==> src/rtl/sym_mod_pkg.sv <==
// Shared definitions for the OFDM symbol mapper: modulation codes,
// 16-bit constellation levels, FSM states and the Gray map helper.
package sym_mod_pkg;

    localparam logic [1:0] MOD_QPSK = 2'b00;
    localparam logic [1:0] MOD_BPSK = 2'b01;
    localparam logic [1:0] MOD_16Q  = 2'b10;
    localparam logic [1:0] MOD_64Q  = 2'b11;

    localparam logic [15:0] Q64_P7 = 16'h7FFF;
    localparam logic [15:0] Q64_P5 = 16'h62C1;
    localparam logic [15:0] Q64_P3 = 16'h3B41;
    localparam logic [15:0] Q64_P1 = 16'h13C0;
    localparam logic [15:0] Q64_M1 = 16'hEC40;
    localparam logic [15:0] Q64_M3 = 16'hC2BF;
    localparam logic [15:0] Q64_M5 = 16'h9D3F;
    localparam logic [15:0] Q64_M7 = 16'h8001;

    localparam logic [15:0] Q16_P3 = 16'h796E;
    localparam logic [15:0] Q16_P1 = 16'h287A;
    localparam logic [15:0] Q16_M1 = 16'hD786;
    localparam logic [15:0] Q16_M3 = 16'h8692;

    localparam logic [15:0] QPSK_P = 16'h5A82;
    localparam logic [15:0] QPSK_M = 16'hA57E;

    localparam logic [15:0] BPSK_P = 16'h7FFF;
    localparam logic [15:0] BPSK_M = 16'h8001;

    typedef enum logic [1:0] {
        IDLE,
        ACTIVE,
        DRAIN
    } state_t;

    typedef struct packed {
        logic [15:0] im;
        logic [15:0] re;
    } iq16_t;

    function automatic logic [15:0] q64_lvl(input logic [2:0] f);
        logic [15:0] v;
        case (f)
            3'b011:  v = Q64_P7;
            3'b010:  v = Q64_P5;
            3'b000:  v = Q64_P3;
            3'b001:  v = Q64_P1;
            3'b101:  v = Q64_M1;
            3'b100:  v = Q64_M3;
            3'b110:  v = Q64_M5;
            default: v = Q64_M7;
        endcase
        return v;
    endfunction

    function automatic logic [15:0] q16_lvl(input logic [1:0] f);
        logic [15:0] v;
        case (f)
            2'b01:   v = Q16_P3;
            2'b00:   v = Q16_P1;
            2'b10:   v = Q16_M1;
            default: v = Q16_M3;
        endcase
        return v;
    endfunction

    function automatic iq16_t map16(
        input logic [1:0] m,
        input logic [5:0] d
    );
        iq16_t s;
        case (m)
            MOD_QPSK: begin
                s.im = d[1] ? QPSK_M : QPSK_P;
                s.re = d[0] ? QPSK_M : QPSK_P;
            end
            MOD_BPSK: begin
                s.im = d[0] ? BPSK_M : BPSK_P;
                s.re = '0;
            end
            MOD_16Q: begin
                s.im = q16_lvl(d[3:2]);
                s.re = q16_lvl(d[1:0]);
            end
            default: begin
                s.im = q64_lvl(d[5:3]);
                s.re = q64_lvl(d[2:0]);
            end
        endcase
        return s;
    endfunction

endpackage

==> src/rtl/sym_fifo.sv <==
// Output FIFO with wrap-bit pointers and a registered head word.
// Ports: push/wdata in, pop in, head/full/empty out.
module sym_fifo #(
    parameter int WIDTH = 32,
    parameter int DEPTH = 4
) (
    input  logic             CLK_I,
    input  logic             RST_I,
    input  logic             push,
    input  logic [WIDTH-1:0] wdata,
    input  logic             pop,
    output logic [WIDTH-1:0] head,
    output logic             full,
    output logic             empty
);

    localparam int AW = $clog2(DEPTH);

    logic [WIDTH-1:0] mem [DEPTH];
    logic [AW:0]      wr_ptr;
    logic [AW:0]      rd_ptr;
    logic [AW:0]      wr_nxt;
    logic [AW:0]      rd_nxt;
    logic             push_ok;
    logic             pop_ok;

    assign empty = (wr_ptr == rd_ptr);
    assign full  = (wr_ptr[AW] != rd_ptr[AW]) &&
                   (wr_ptr[AW-1:0] == rd_ptr[AW-1:0]);

    assign push_ok = push & ~full;
    assign pop_ok  = pop & ~empty;
    assign wr_nxt  = wr_ptr + {{AW{1'b0}}, push_ok};
    assign rd_nxt  = rd_ptr + {{AW{1'b0}}, pop_ok};

    always_ff @(posedge CLK_I) begin
        if (push_ok) begin
            mem[wr_ptr[AW-1:0]] <= wdata;
        end
    end

    // Head is preloaded so the next entry shows up on the edge it
    // becomes the oldest; if that entry is being written now, it
    // comes straight from wdata.
    always_ff @(posedge CLK_I or posedge RST_I) begin
        if (RST_I) begin
            wr_ptr <= '0;
            rd_ptr <= '0;
            head   <= '0;
        end else begin
            wr_ptr <= wr_nxt;
            rd_ptr <= rd_nxt;
            if (wr_nxt != rd_nxt) begin
                if (rd_nxt == wr_ptr) begin
                    head <= wdata;
                end else begin
                    head <= mem[rd_nxt[AW-1:0]];
                end
            end
        end
    end

endmodule

==> src/rtl/sym_mapper_fifo.sv <==
// Gray-coded BPSK/QPSK/16QAM/64QAM mapper with buffered IQ output.
// Ports: WB-style stream in (DAT_I/CYC/STB/WE/ACK_O), out (DAT_O...).
import sym_mod_pkg::*;

module sym_mapper_fifo #(
    parameter int DW         = 16,
    parameter int FIFO_DEPTH = 4,
    parameter int CNT_W      = 12
) (
    input  logic              CLK_I,
    input  logic              RST_I,
    input  logic [5:0]        DAT_I,
    input  logic              CYC_I,
    input  logic              STB_I,
    input  logic              WE_I,
    output logic              ACK_O,
    output logic [2*DW-1:0]   DAT_O,
    output logic              CYC_O,
    output logic              STB_O,
    output logic              WE_O,
    input  logic              ACK_I,
    input  logic [1:0]        MOD,
    output logic [CNT_W-1:0]  SYM_CNT
);

    localparam int SH = 16 - DW;

    state_t             state;
    logic [1:0]         mod_r;
    logic [1:0]         mod_eff;
    iq16_t              iq;
    logic signed [15:0] im_s;
    logic signed [15:0] re_s;
    logic [2*DW-1:0]    wdata;
    logic               full;
    logic               empty;
    logic               accept;
    logic               pop;

    // On the frame-start edge mod_r is not loaded yet, so the
    // live MOD input selects the map for that first word.
    assign mod_eff = (state == IDLE) ? MOD : mod_r;
    assign iq      = map16(mod_eff, DAT_I);
    assign im_s    = $signed(iq.im) >>> SH;
    assign re_s    = $signed(iq.re) >>> SH;
    assign wdata   = {im_s[DW-1:0], re_s[DW-1:0]};

    assign accept = CYC_I & STB_I & WE_I & ~full &
                    (state != DRAIN);
    assign ACK_O  = accept;
    assign STB_O  = ~empty;
    assign WE_O   = ~empty;
    assign pop    = ~empty & ACK_I;
    assign CYC_O  = (state != IDLE);

    sym_fifo #(
        .WIDTH (2*DW),
        .DEPTH (FIFO_DEPTH)
    ) u_fifo (
        .CLK_I (CLK_I),
        .RST_I (RST_I),
        .push  (accept),
        .wdata (wdata),
        .pop   (pop),
        .head  (DAT_O),
        .full  (full),
        .empty (empty)
    );

    always_ff @(posedge CLK_I or posedge RST_I) begin
        if (RST_I) begin
            state   <= IDLE;
            mod_r   <= MOD_QPSK;
            SYM_CNT <= '0;
        end else begin
            unique case (state)
                IDLE: begin
                    if (CYC_I) begin
                        state   <= ACTIVE;
                        mod_r   <= MOD;
                        SYM_CNT <= accept ? CNT_W'(1) : '0;
                    end
                end
                ACTIVE: begin
                    if (!CYC_I) begin
                        state <= DRAIN;
                    end
                    if (accept && (SYM_CNT != '1)) begin
                        SYM_CNT <= SYM_CNT + 1'b1;
                    end
                end
                DRAIN: begin
                    if (empty) begin
                        state <= IDLE;
                    end
                end
                default: state <= IDLE;
            endcase
        end
    end

endmodule
==> config.mk <==
export PLATFORM = sky130hd
export DESIGN_NAME = sym_mapper_fifo
export DESIGN_NICKNAME = d
export VERILOG_FILES = /design/src/rtl/sym_mod_pkg.sv /design/src/rtl/sym_fifo.sv /design/src/rtl/sym_mapper_fifo.sv
export SDC_FILE = /design/constraint.sdc
export NUM_CORES = 1
export LEC_CHECK = 0
export ABC_CLOCK_PERIOD_IN_PS = 5100
export CAP_MARGIN = 20
export CORE_MARGIN = 10
export CORE_UTILIZATION = 35
export DETAILED_ROUTE_END_ITERATION = 8
export GPL_TIMING_DRIVEN = 0
export HOLD_SLACK_MARGIN = 0.06
export PLACE_DENSITY = 0.59
export SYNTH_ARGS = -nofsm -noshare
export SYNTH_HDL_FRONTEND = slang
export SYNTH_HIERARCHICAL = 1
export SYNTH_SLANG_ARGS = --single-unit
==> constraint.sdc <==
create_clock -name CLK_I -period 5.1 [get_ports CLK_I]
set_input_delay 0.765 -clock CLK_I [delete_from_list [all_inputs] [get_ports CLK_I]]
set_output_delay 0.765 -clock CLK_I [all_outputs]
set_load 0.05 [all_outputs]
## Word level (Yosys, flattened, before mapping)

Memory sizes are Yosys's and may differ from the RTL's.
Cells that the tools add are included.

- Register bits: 54
- RAM bits: 128
- Bits of input ports: 14
- Output and inout bits: 48
- Logic and storage cells: 83
- Memories kept: 1

- Add/sub/neg operators: 3
- Equality and inequality tests: 31
- Muxes and demuxes: 20
- Bitwise gates (word level): 9
- Reduce and logical (&&, ||, !) cells: 13

Memory list:

| memory | depth | width | read ports | clocked after Yosys merged registers in | wr ports | line | source |
|---|---|---|---|---|---|---|---|
| u_fifo.mem | 4 | 32 | 1 | 0 | 1 | sym_fifo.sv:19 | `logic [WIDTH-1:0] mem [DEPTH];` |

Operators by type and width:

| cell | count |
|---|---|
| 16-bit case mux with 7 select lines | 2 |
| 16-bit case mux with 3 select lines | 2 |
| 32-bit case mux with 3 select lines | 1 |
| 16-bit 2-to-1 mux | 3 |
| 32-bit 2-to-1 mux | 1 |
| 12-bit 2-to-1 mux | 2 |
| 12-bit case mux with 2 select lines | 1 |
| 3-bit equality test (second input constant) | 6 |
| 12-bit by 1-bit adder with 12-bit output (second input constant) | 1 |
| 3-bit by 2-bit equality test with 1-bit output (second input constant) | 4 |
| 12-bit != test (second input constant) | 1 |
| 2-bit by 1-bit equality test with 1-bit output (second input constant) | 4 |
| 2-bit equality test (second input constant) | 4 |
| 2-bit zero test | 4 |
| 2-bit 2-to-1 mux | 4 |
| 2-bit != test (second input constant) | 4 |
| 1-bit bitwise AND | 7 |
| 3-bit by 1-bit adder with 3-bit output | 2 |
| 3-bit by 1-bit equality test with 1-bit output (second input constant) | 2 |
| 3-bit equality test | 2 |
| 3-bit zero test | 2 |
| 2-bit case mux with 3 select lines | 1 |
| 3-bit AND reduction | 2 |
| 2-bit nonzero test | 2 |
| 8 further kinds | 12 |

## Logic depth before layout (Yosys ltp)

Gate-level depths: netlist of run 1.

- Depth in word-level cells: 8
- Depth in mapped cells: 15
- Mapped depth without buffers: 13

## By module

The synthesis of run 1 kept the hierarchy.

Modules (own cells, without submodules):

| module | instances | cells an instance | area each (sq um) |
|---|---|---|---|
| sym_fifo | 1 | 307 | 6767.7 |
| sym_mapper_fifo | 1 | 246 | 1886.8 |

## Worst setup path before layout of run 1

No wires, ideal clock.

- Path type: input-to-reg
- From: input STB_I
- To: memory u_fifo.mem[2][0], enable pin
- Setup time: 468 ps
- Data arrival time: 4078 ps
- Data required time: 4632 ps
- Slack: 554 ps
- Stages: 4
- Cells stage by stage: and3b_1 > and3_1 > nand2_1 > nor3b_1

- Cells in the longest elaborated chain, start to end: 7

RTL lines:

| what | line | source |
|---|---|---|
| from (decl) | sym_mapper_fifo.sv:14 | `input logic STB_I,` |
| 1-bit bitwise AND (4 in a row) | sym_mapper_fifo.sv:48 | `assign accept = CYC_I & STB_I & WE_I & ~full &` |
| via ACK_O | sym_mapper_fifo.sv:16 | `output logic ACK_O,` |
| 1-bit bitwise AND | sym_fifo.sv:31 | `assign push_ok = push & ~full;` |
| 1-bit 2-to-1 mux | sym_fifo.sv:37 | `if (push_ok) begin` |
| 1-bit 2-to-1 mux (not written as such) | sym_fifo.sv:38 | `mem[wr_ptr[AW-1:0]] <= wdata;` |
| to (decl) | sym_fifo.sv:19 |  |

The timed path passes the listed nets, and every way through them passes these cells.

## Worst setup path after layout of run 1

- From: register u_fifo.wr_ptr[1]
- To: register u_fifo.head[19]

RTL lines:

| what | line | source |
|---|---|---|
| from (decl) | sym_fifo.sv:20 | `logic [AW:0] wr_ptr;` |
| from (signal assigned) | sym_fifo.sv:51 | `wr_ptr <= wr_nxt;` |
| 3-bit equality test * | sym_fifo.sv:27 | `assign empty = (wr_ptr == rd_ptr);` |
| via empty | sym_mapper_fifo.sv:36 | `logic empty;` |
| 1-bit NOT * | sym_mapper_fifo.sv:53 | `assign pop = ~empty & ACK_I;` |
| 1-bit bitwise AND * | sym_mapper_fifo.sv:53 |  |
| via pop | sym_mapper_fifo.sv:38 | `logic pop;` |
| 1-bit bitwise AND * | sym_fifo.sv:32 | `assign pop_ok = pop & ~empty;` |
| 3-bit by 1-bit adder with 3-bit output * | sym_fifo.sv:34 | `assign rd_nxt = rd_ptr + {{AW{1'b0}}, pop_ok};` |
| memory 4 x 32 bit or 3-bit equality test (tied branches) | - |  |
| 32-bit 2-to-1 mux | sym_fifo.sv:54 | `if (rd_nxt == wr_ptr) begin` |
| to (signal assigned) | sym_fifo.sv:55 | `head <= wdata;` |
| to (signal assigned) | sym_fifo.sv:57 | `head <= mem[rd_nxt[AW-1:0]];` |
| to (decl) | sym_fifo.sv:12 | `output logic [WIDTH-1:0] head,` |

The timed path passes the listed nets; every way through them passes the cells marked *.
A chain may end at the register's enable or synchronous reset.

==> out/qor.yml, run 1 <==
detailed_routing:
  viasPerCell: 5.17
  wirelength_mm: 19.1
  drc: 0
  vias: 5073
  drt-initial-drc-count: 238
  final_antenna_net_count: 0
  first_pass_iters: 5
  wl_per_cell_um: 19.5
flow_run:
  maxCapViolations: 0
sta:
  fmax_ghz: 0.260
  rsz0062_at_grt: "no"
  setup_viol: 0
  tightestPinTransition_ns: 0.908
  hold_violations: 0
  drv_slew: 0
  post-route-period-util_pct: 75.5
  relSlewSlack_pct: 39.2
  fin_skew_ns: 0.0137
  min_period_ns: 3.85
yosys:
  syn-mean-instance-area_sq_um: 15.7
  synth_adder_area_share_pct: 2.31
  netlist_area_sq_um: 8650
  synth-simple-area-share_pct: 7.11
  async_flop_share_pct: 29.7
  synth_edf_count: 128
  synthDistinctLibCells: 67
  ys_seq_elements: 182
  netlist_instances: 553
  synth_top_area_share_pct: 44.4
  syn_nets: 583
  yosysSeqAreaShare_pct: 60.0
  yosys.area_share.xor_xnor_pct: 1.81
  synthMuxAreaShare_pct: 18.7
  synth_top_family_by_area: "multiplexers"
  yosysTopAreaCell: "edfxtp_1"
  synth_ff_type: "edfxtp_1"
  yosys_warnings: 6
  ys_top_cells_by_area: "edfxtp_1, dfrtp_1, mux4_2, mux2_4, mux2_2"
  synth-compound-area-share_pct: 6.65
die:
  dieArea_sq_um: 31400
  start_util_pct: 35.6
  rows: 57
  dieHeight_um: 177
  boundaryPins: 62
  core_sq_um: 24300
  fp.dieW_um: 177
hold_path:
  hold_class: "register to register"
status:
  outcome: "finished, final reports clean"
clocking:
  cts_made_buffers: 17
  clk_latency_ns: 0.43
  ctsLongestPathBuffers: 2
  cts_tree: "built"
  postCtsHoldBufs: 0
  cts_num_sinks: 182
  cts_setup_buffers: 0
  clockRootBuffer: "clkbuf_16"
  path_clk_slew_ns: 0.07
  ctsResizeCount: 0
  htreeDepth: 4
place:
  portBuffers: 61
  dp.cells: 950
  post_dp_cell_area_sq_um: 9840
  place_congestion: 0.887
  hpwl_mm: 13.6
grt:
  grt_max_degree: 25
  grt_pass1_wl_mm: 30.6
  antenna_found_initial: 0
  grt_usage_pct: 12.5
  grt-ovfl-total: 0
  grt_pass1_vias: 5460
final_layout:
  antenna_cells: 0
  drive_gt1_share_pct: 26.7
  area_growth_pct: 19.9
  final_area_sq_um: 10400
  fillers: 2181
  fin_util_pct: 42.7
  num-nets-final: 675
  fin_cells: 982
critical_path:
  worst-path-buf-inv: 2
  crit_path_start_kind: "register"
  critPathMaxStageDelay_ns: 0.60
  cp_top_family: "buffers and inverters"
  crit_chain: "xnor2_1 -> nand2_1 -> nor2_1 -> nor2b_1 -> nor2b_1 -> ha_1 -> ha_1 -> clkbuf_1 -> clkbuf_1 -> mux4_2 -> mux2_1 -> mux2_4"
  critical_path_arrival_ns: 4.16
  cpMaxStageDelayCell: "clkbuf_1"
  endpoint_kind: "register"
  cp_data_required_time_ns: 5.41
  path_class: "register to register"
  critPathMaxFanout: 10
power_and_ir_drop:
  fin_total_pwr_mw: 8.38
  power-per-cell-area_nw_per_um2: 807
  ir_drop_uv: 376
  p_leak_nw: 3.83
[worst paths after layout]
| kind | startpoint | to | slack (ns) | depth (start not counted) |
|---|---|---|---|---|
| worst max register to register | u_fifo/wr_ptr[1]$_DFF_PP0_ | u_fifo/head[19]$_DFFE_PP0P_ | 1.25 | 12 |
| max in group asynchronous | RST_I | mod_r[1]$_DFFE_PP0P_ | 3.90 | 2 |
| worst max-delay path | u_fifo/wr_ptr[1]$_DFF_PP0_ | u_fifo/head[19]$_DFFE_PP0P_ | 1.25 | 12 |
| worst min-delay path | u_fifo/head[14]$_DFFE_PP0P_ | u_fifo/head[14]$_DFFE_PP0P_ | 0.51 | 1 |
| min in group asynchronous | RST_I | u_fifo/head[2]$_DFFE_PP0P_ | 0.69 | 2 |
| worst min register to register | u_fifo/head[14]$_DFFE_PP0P_ | u_fifo/head[14]$_DFFE_PP0P_ | 0.51 | 1 |
[synth_stat cells (6+ instances only)]
master	count
dfrtp_1	54
mux2_1	8
a31oi_1	7
mux4_2	32
buf_2	6
nand3_1	18
nor3_1	11
o21ai_0	20
edfxtp_1	128
ha_1	16
buf_6	7
mux2_4	30
xor2_1	10
a21oi_1	7
mux2_2	30
nand2_1	21
inv_1	13
nor2_1	20
o31ai_1	14
clkbuf_1	10
[state kept, by name, summed over array words and instances (netlist names)]
name	count
u_fifo/mem	128
u_fifo/head	32
SYM_CNT	12
u_fifo/rd_ptr	3
u_fifo/wr_ptr	3
mod_r	2
state	2
[routing by layer]
layer	up-vias	global-route usage, %	wire length, um
met3	23	3.58	1070
met2	135	19.9	9120
met1	2577	16.4	8730
met4	0	3.23	206
met5	-	0	0
li1	2338	-	-
[cells in the final DEF (no fill, tap or decap), types with 14 or more instances in the layout]
cell type	instances
dfrtp_1	54
mux2_2	30
nand2_1	21
clkdlybuf4s50_1	61
edfxtp_1	128
nand3_1	18
clkbuf_16	17
buf_6	16
mux4_2	32
nor2_1	20
mux2_4	30
ha_1	16
o21ai_0	20
o31ai_1	14
[worst register-to-register path: stages, from the launching register on]
cell and delay [ns]:
dfrtp_1 0.48, xnor2_1 0.27, nand2_1 0.08, nor2_1 0.27, nor2b_1 0.08, nor2b_1 0.14, ha_1 0.21, ha_1 0.28
clkbuf_1 0.36, clkbuf_1 0.60, mux4_2 0.40, mux2_1 0.30, mux2_4 0.25
[cells by family after synthesis]
logic type,Yosys count
adder cells (fa/ha/maj),16
multiplexers,101
AO/OA/AOI/OAI,84
AND/OR/NAND/NOR,109
XOR/XNOR,16
buffers and inverters,45
flip-flops,182
[final cells by class]
class                      count  area, sq um  share of cell area, %
inverter                      14         52.6                  0.506
sequential                   182         5190                   50.0
clock buffer                  21          460                   4.44
multi-input combinational    326         3190                   30.7
timing repair buffer          73          767                   7.39
tap                          324          405                   3.91
buffer                        31          238                   2.29
clock inverter                11         76.3                  0.735
[per-stage QoR]
stage / hold WS (ns) / setup TNS, ns / setup slack, ns
floorplan: 0.521 / 0 / 0.554
global placement: 0.497 / -154.87 / -1.77
detailed placement: 0.495 / 0 / 1.05
CTS: 0.511 / 0 / 1.22
global route: 0.529 / 0 / 1.05
finish: 0.506 / 0 / 1.25
[power by group]
group | switching, mW | total (mW) | internal, mW
clock network | 0.548 | 1.20 | 0.649
registers | 0.157 | 2.27 | 2.11
logic | 2.44 | 4.91 | 2.47
total | 3.15 | 8.38 | 5.23
(Power assumes the default switching activity.)
==> inputs of run 2 (changes only) <==
--- a/config.mk
+++ b/config.mk
@@ -5,14 +5,14 @@
 export SDC_FILE = /design/constraint.sdc
 export NUM_CORES = 1
 export LEC_CHECK = 0
-export ABC_CLOCK_PERIOD_IN_PS = 5100
+export ABC_CLOCK_PERIOD_IN_PS = 3150
 export CAP_MARGIN = 20
 export CORE_MARGIN = 10
 export CORE_UTILIZATION = 35
 export DETAILED_ROUTE_END_ITERATION = 8
 export GPL_TIMING_DRIVEN = 0
 export HOLD_SLACK_MARGIN = 0.06
-export PLACE_DENSITY = 0.59
+export PLACE_DENSITY = 0.61
 export SYNTH_ARGS = -nofsm -noshare
 export SYNTH_HDL_FRONTEND = slang
 export SYNTH_HIERARCHICAL = 1
==> constraint.sdc (replaced) <==
create_clock -name CLK_I -period 3.15 [get_ports CLK_I]
set_input_delay 0.4725 -clock CLK_I [delete_from_list [all_inputs] [get_ports CLK_I]]
set_output_delay 0.4725 -clock CLK_I [all_outputs]
set_load 0.05 [all_outputs]
==> run 2 against run 1 <==
  * First-iteration DRC count rose by 50%
  * Setup slack got worse by 1.2 ns
  * Die area did not move
  * Clock skew fell by 0.0019 ns
  * Non-clock buffer count rose by 16
  * Hold slack got worse by 0.27 ns
  * Highest routed layer unchanged
  * Critical path depth rose by 3
  * Global-route usage rose by 0.052 points
  * Critical path type unchanged
==> out/qor.yml, run 2 (synthesized netlist as in run 1, its figures left out) <==
clocking:
  cts_made_buffers: 17  # unchanged
  path_clk_slew_ns: 0.07  # about the same
  cts_tree: "built"
  ctsLongestPathBuffers: 2  # unchanged
  htreeDepth: 4  # unchanged
  cts_num_sinks: 182  # unchanged
  clockRootBuffer: "clkbuf_16"
  clk_latency_ns: 0.43  # about the same
sta:
  min_period_ns: 3.09  # -0.764 ns
  fin_hold_ws_ns: 0.233  # -0.274 ns
  drv_slew: 0  # unchanged
  rsz0062_at_grt: "yes"
  hold_violations: 0  # unchanged
  fin_ws_ns: 0.0624  # -1.19 ns
  tightestPinTransition_ns: 0.970  # +0.0619 ns
  fin_skew_ns: 0.0118  # -0.00187 ns
  post-route-period-util_pct: 98.0  # +22 points
  relSlewSlack_pct: 35.4  # -3.9 points
  fmax_ghz: 0.324  # +25%
  setup_viol: 0  # unchanged
  fin_tns_setup_ns: 0  # unchanged
place:
  place_congestion: 0.888  # +0.20%
  post-place-ws_ns: -0.697  # -1.74 ns
  hpwl_mm: 13.1  # -3.6%
  portBuffers: 61  # unchanged
final_layout:
  antenna_cells: 0  # unchanged
  drive_gt1_share_pct: 33.1  # +6.3 points
  largest_reg_flops: 128  # unchanged
  area_growth_pct: 25.1
  layout_commonest_cell: "edfxtp_1"
  num-nets-final: 691  # +2.4%
  final_cell_mix: "edfxtp_1, clkdlybuf4s50_1, dfrtp_1"
die:
  dieHeight_um: 177  # unchanged
  start_util_pct: 35.6  # unchanged
  fp.dieW_um: 177  # unchanged
  rows: 57  # unchanged
  boundaryPins: 62  # unchanged
  core_sq_um: 24300  # unchanged
  dieArea_sq_um: 31400  # unchanged
grt:
  grt-ovfl-total: 0  # unchanged
  antenna_found_initial: 0  # unchanged
  grt_pass1_vias: 5410  # -0.92%
  grt_usage_pct: 12.5  # +0.052 points
  grt_max_degree: 38  # +52%
  grt_pass1_wl_mm: 30.6  # about the same
detailed_routing:
  first_pass_iters: 5  # unchanged
  wirelength_mm: 19.7  # +2.9%
  viasPerCell: 5.19  # +0.41%
  wl_per_cell_um: 19.7  # +1.3%
  drc: 0  # unchanged
  final_antenna_net_count: 0  # unchanged
  vias: 5177  # +2.1%
  drt-initial-drc-count: 358  # +50%
critical_path:
  path_class: "register to register"
  critical_path_arrival_ns: 3.40  # -0.76 ns
  cp_data_required_time_ns: 3.46  # -1.95 ns
  r2r_slack_ns: 0.06  # -1.19 ns
  critPathMaxFanout: 6  # -4
  endpoint_kind: "register"
  crit_path_start_kind: "register"
status:
  outcome: "finished, final reports clean"
hold_path:
  hold_class: "input pin to asynchronous set/reset pin"
flow_run:
  maxCapViolations: 0  # unchanged
==> run 2: cell types whose count changed in the layout (fill, tap and decap cells not counted), moves of 6 or more <==
cell and delta:
buf_4 +16, buf_6 -13, buf_8 +8, clkbuf_1 -6
==> run 2: area by class of cell <==
type / instances / area (sq um)
Buffer: 30 / 285
Clock buffer: 22 / 474
Clock inverter: 10 / 120
Fill cell: 2081 / 13500
Inverter: 14 / 55.1
Multi-Input combinational cell: 326 / 3330
Sequential cell: 182 / 5200
Tap cell: 324 / 405
Timing Repair Buffer: 90 / 953
==> run 2: worst max-delay path: stages (launching register included) <==
cell and delay (ns):
dfrtp_2 0.45, xor2_4 0.21, nand3_2 0.10, inv_1 0.06, and3b_2 0.22, and3_4 0.18, nand2_4 0.07, inv_4 0.04
ha_4 0.15, ha_4 0.16, xor2_2 0.18, xor2_1 0.14, or3_4 0.38, buf_12 0.16, clkbuf_16 0.16, mux2_4 0.29
==> run 2: metal layers <==
| metal | share of wire (%) | GRT usage, % |
|---|---|---|
| met4 | 0.87 | 3.09 |
| met5 | 0 | 0 |
| met1 | 44 | 15.8 |
| met2 | 48 | 20.9 |
| met3 | 6.2 | 3.61 |
==> run 2: final timing paths <==
check	from	end	cells past startpoint
worst max-delay path	u_fifo/rd_ptr[2]$_DFF_PP0_	u_fifo/head[27]$_DFFE_PP0P_	15
worst min-delay path	RST_I	u_fifo/rd_ptr[0]$_DFF_PP0_	2
worst max register to register	u_fifo/rd_ptr[2]$_DFF_PP0_	u_fifo/head[27]$_DFFE_PP0P_	15
worst min register to register	u_fifo/head[24]$_DFFE_PP0P_	u_fifo/head[24]$_DFFE_PP0P_	1
max in group asynchronous	RST_I	mod_r[1]$_DFFE_PP0P_	2
min in group CLK_I	u_fifo/head[24]$_DFFE_PP0P_	u_fifo/head[24]$_DFFE_PP0P_	1
==> run 2: stage by stage <==
step                util [%]  area, sq um  std cells
floorplan                  -         8680        553
global placement        39.9         9690        938
detailed placement      40.5         9850        945
CTS                     43.5        10600        987
global route            44.5        10800        998
finish                  44.5        10800        998
==> run 2: what timing repair did <==
item,4_1_cts,5_1_grt
gates resized for setup,17,34
cloned,0,2
buffers inserted,11,9
hold buffers,0,0
pin swaps,3,11
endpoints found under the setup margin,33,32
Power of run 2 is left out: the tool's default activity adds up to more than one toggle a clock period on the data nets, which glitch-free logic cannot reach.
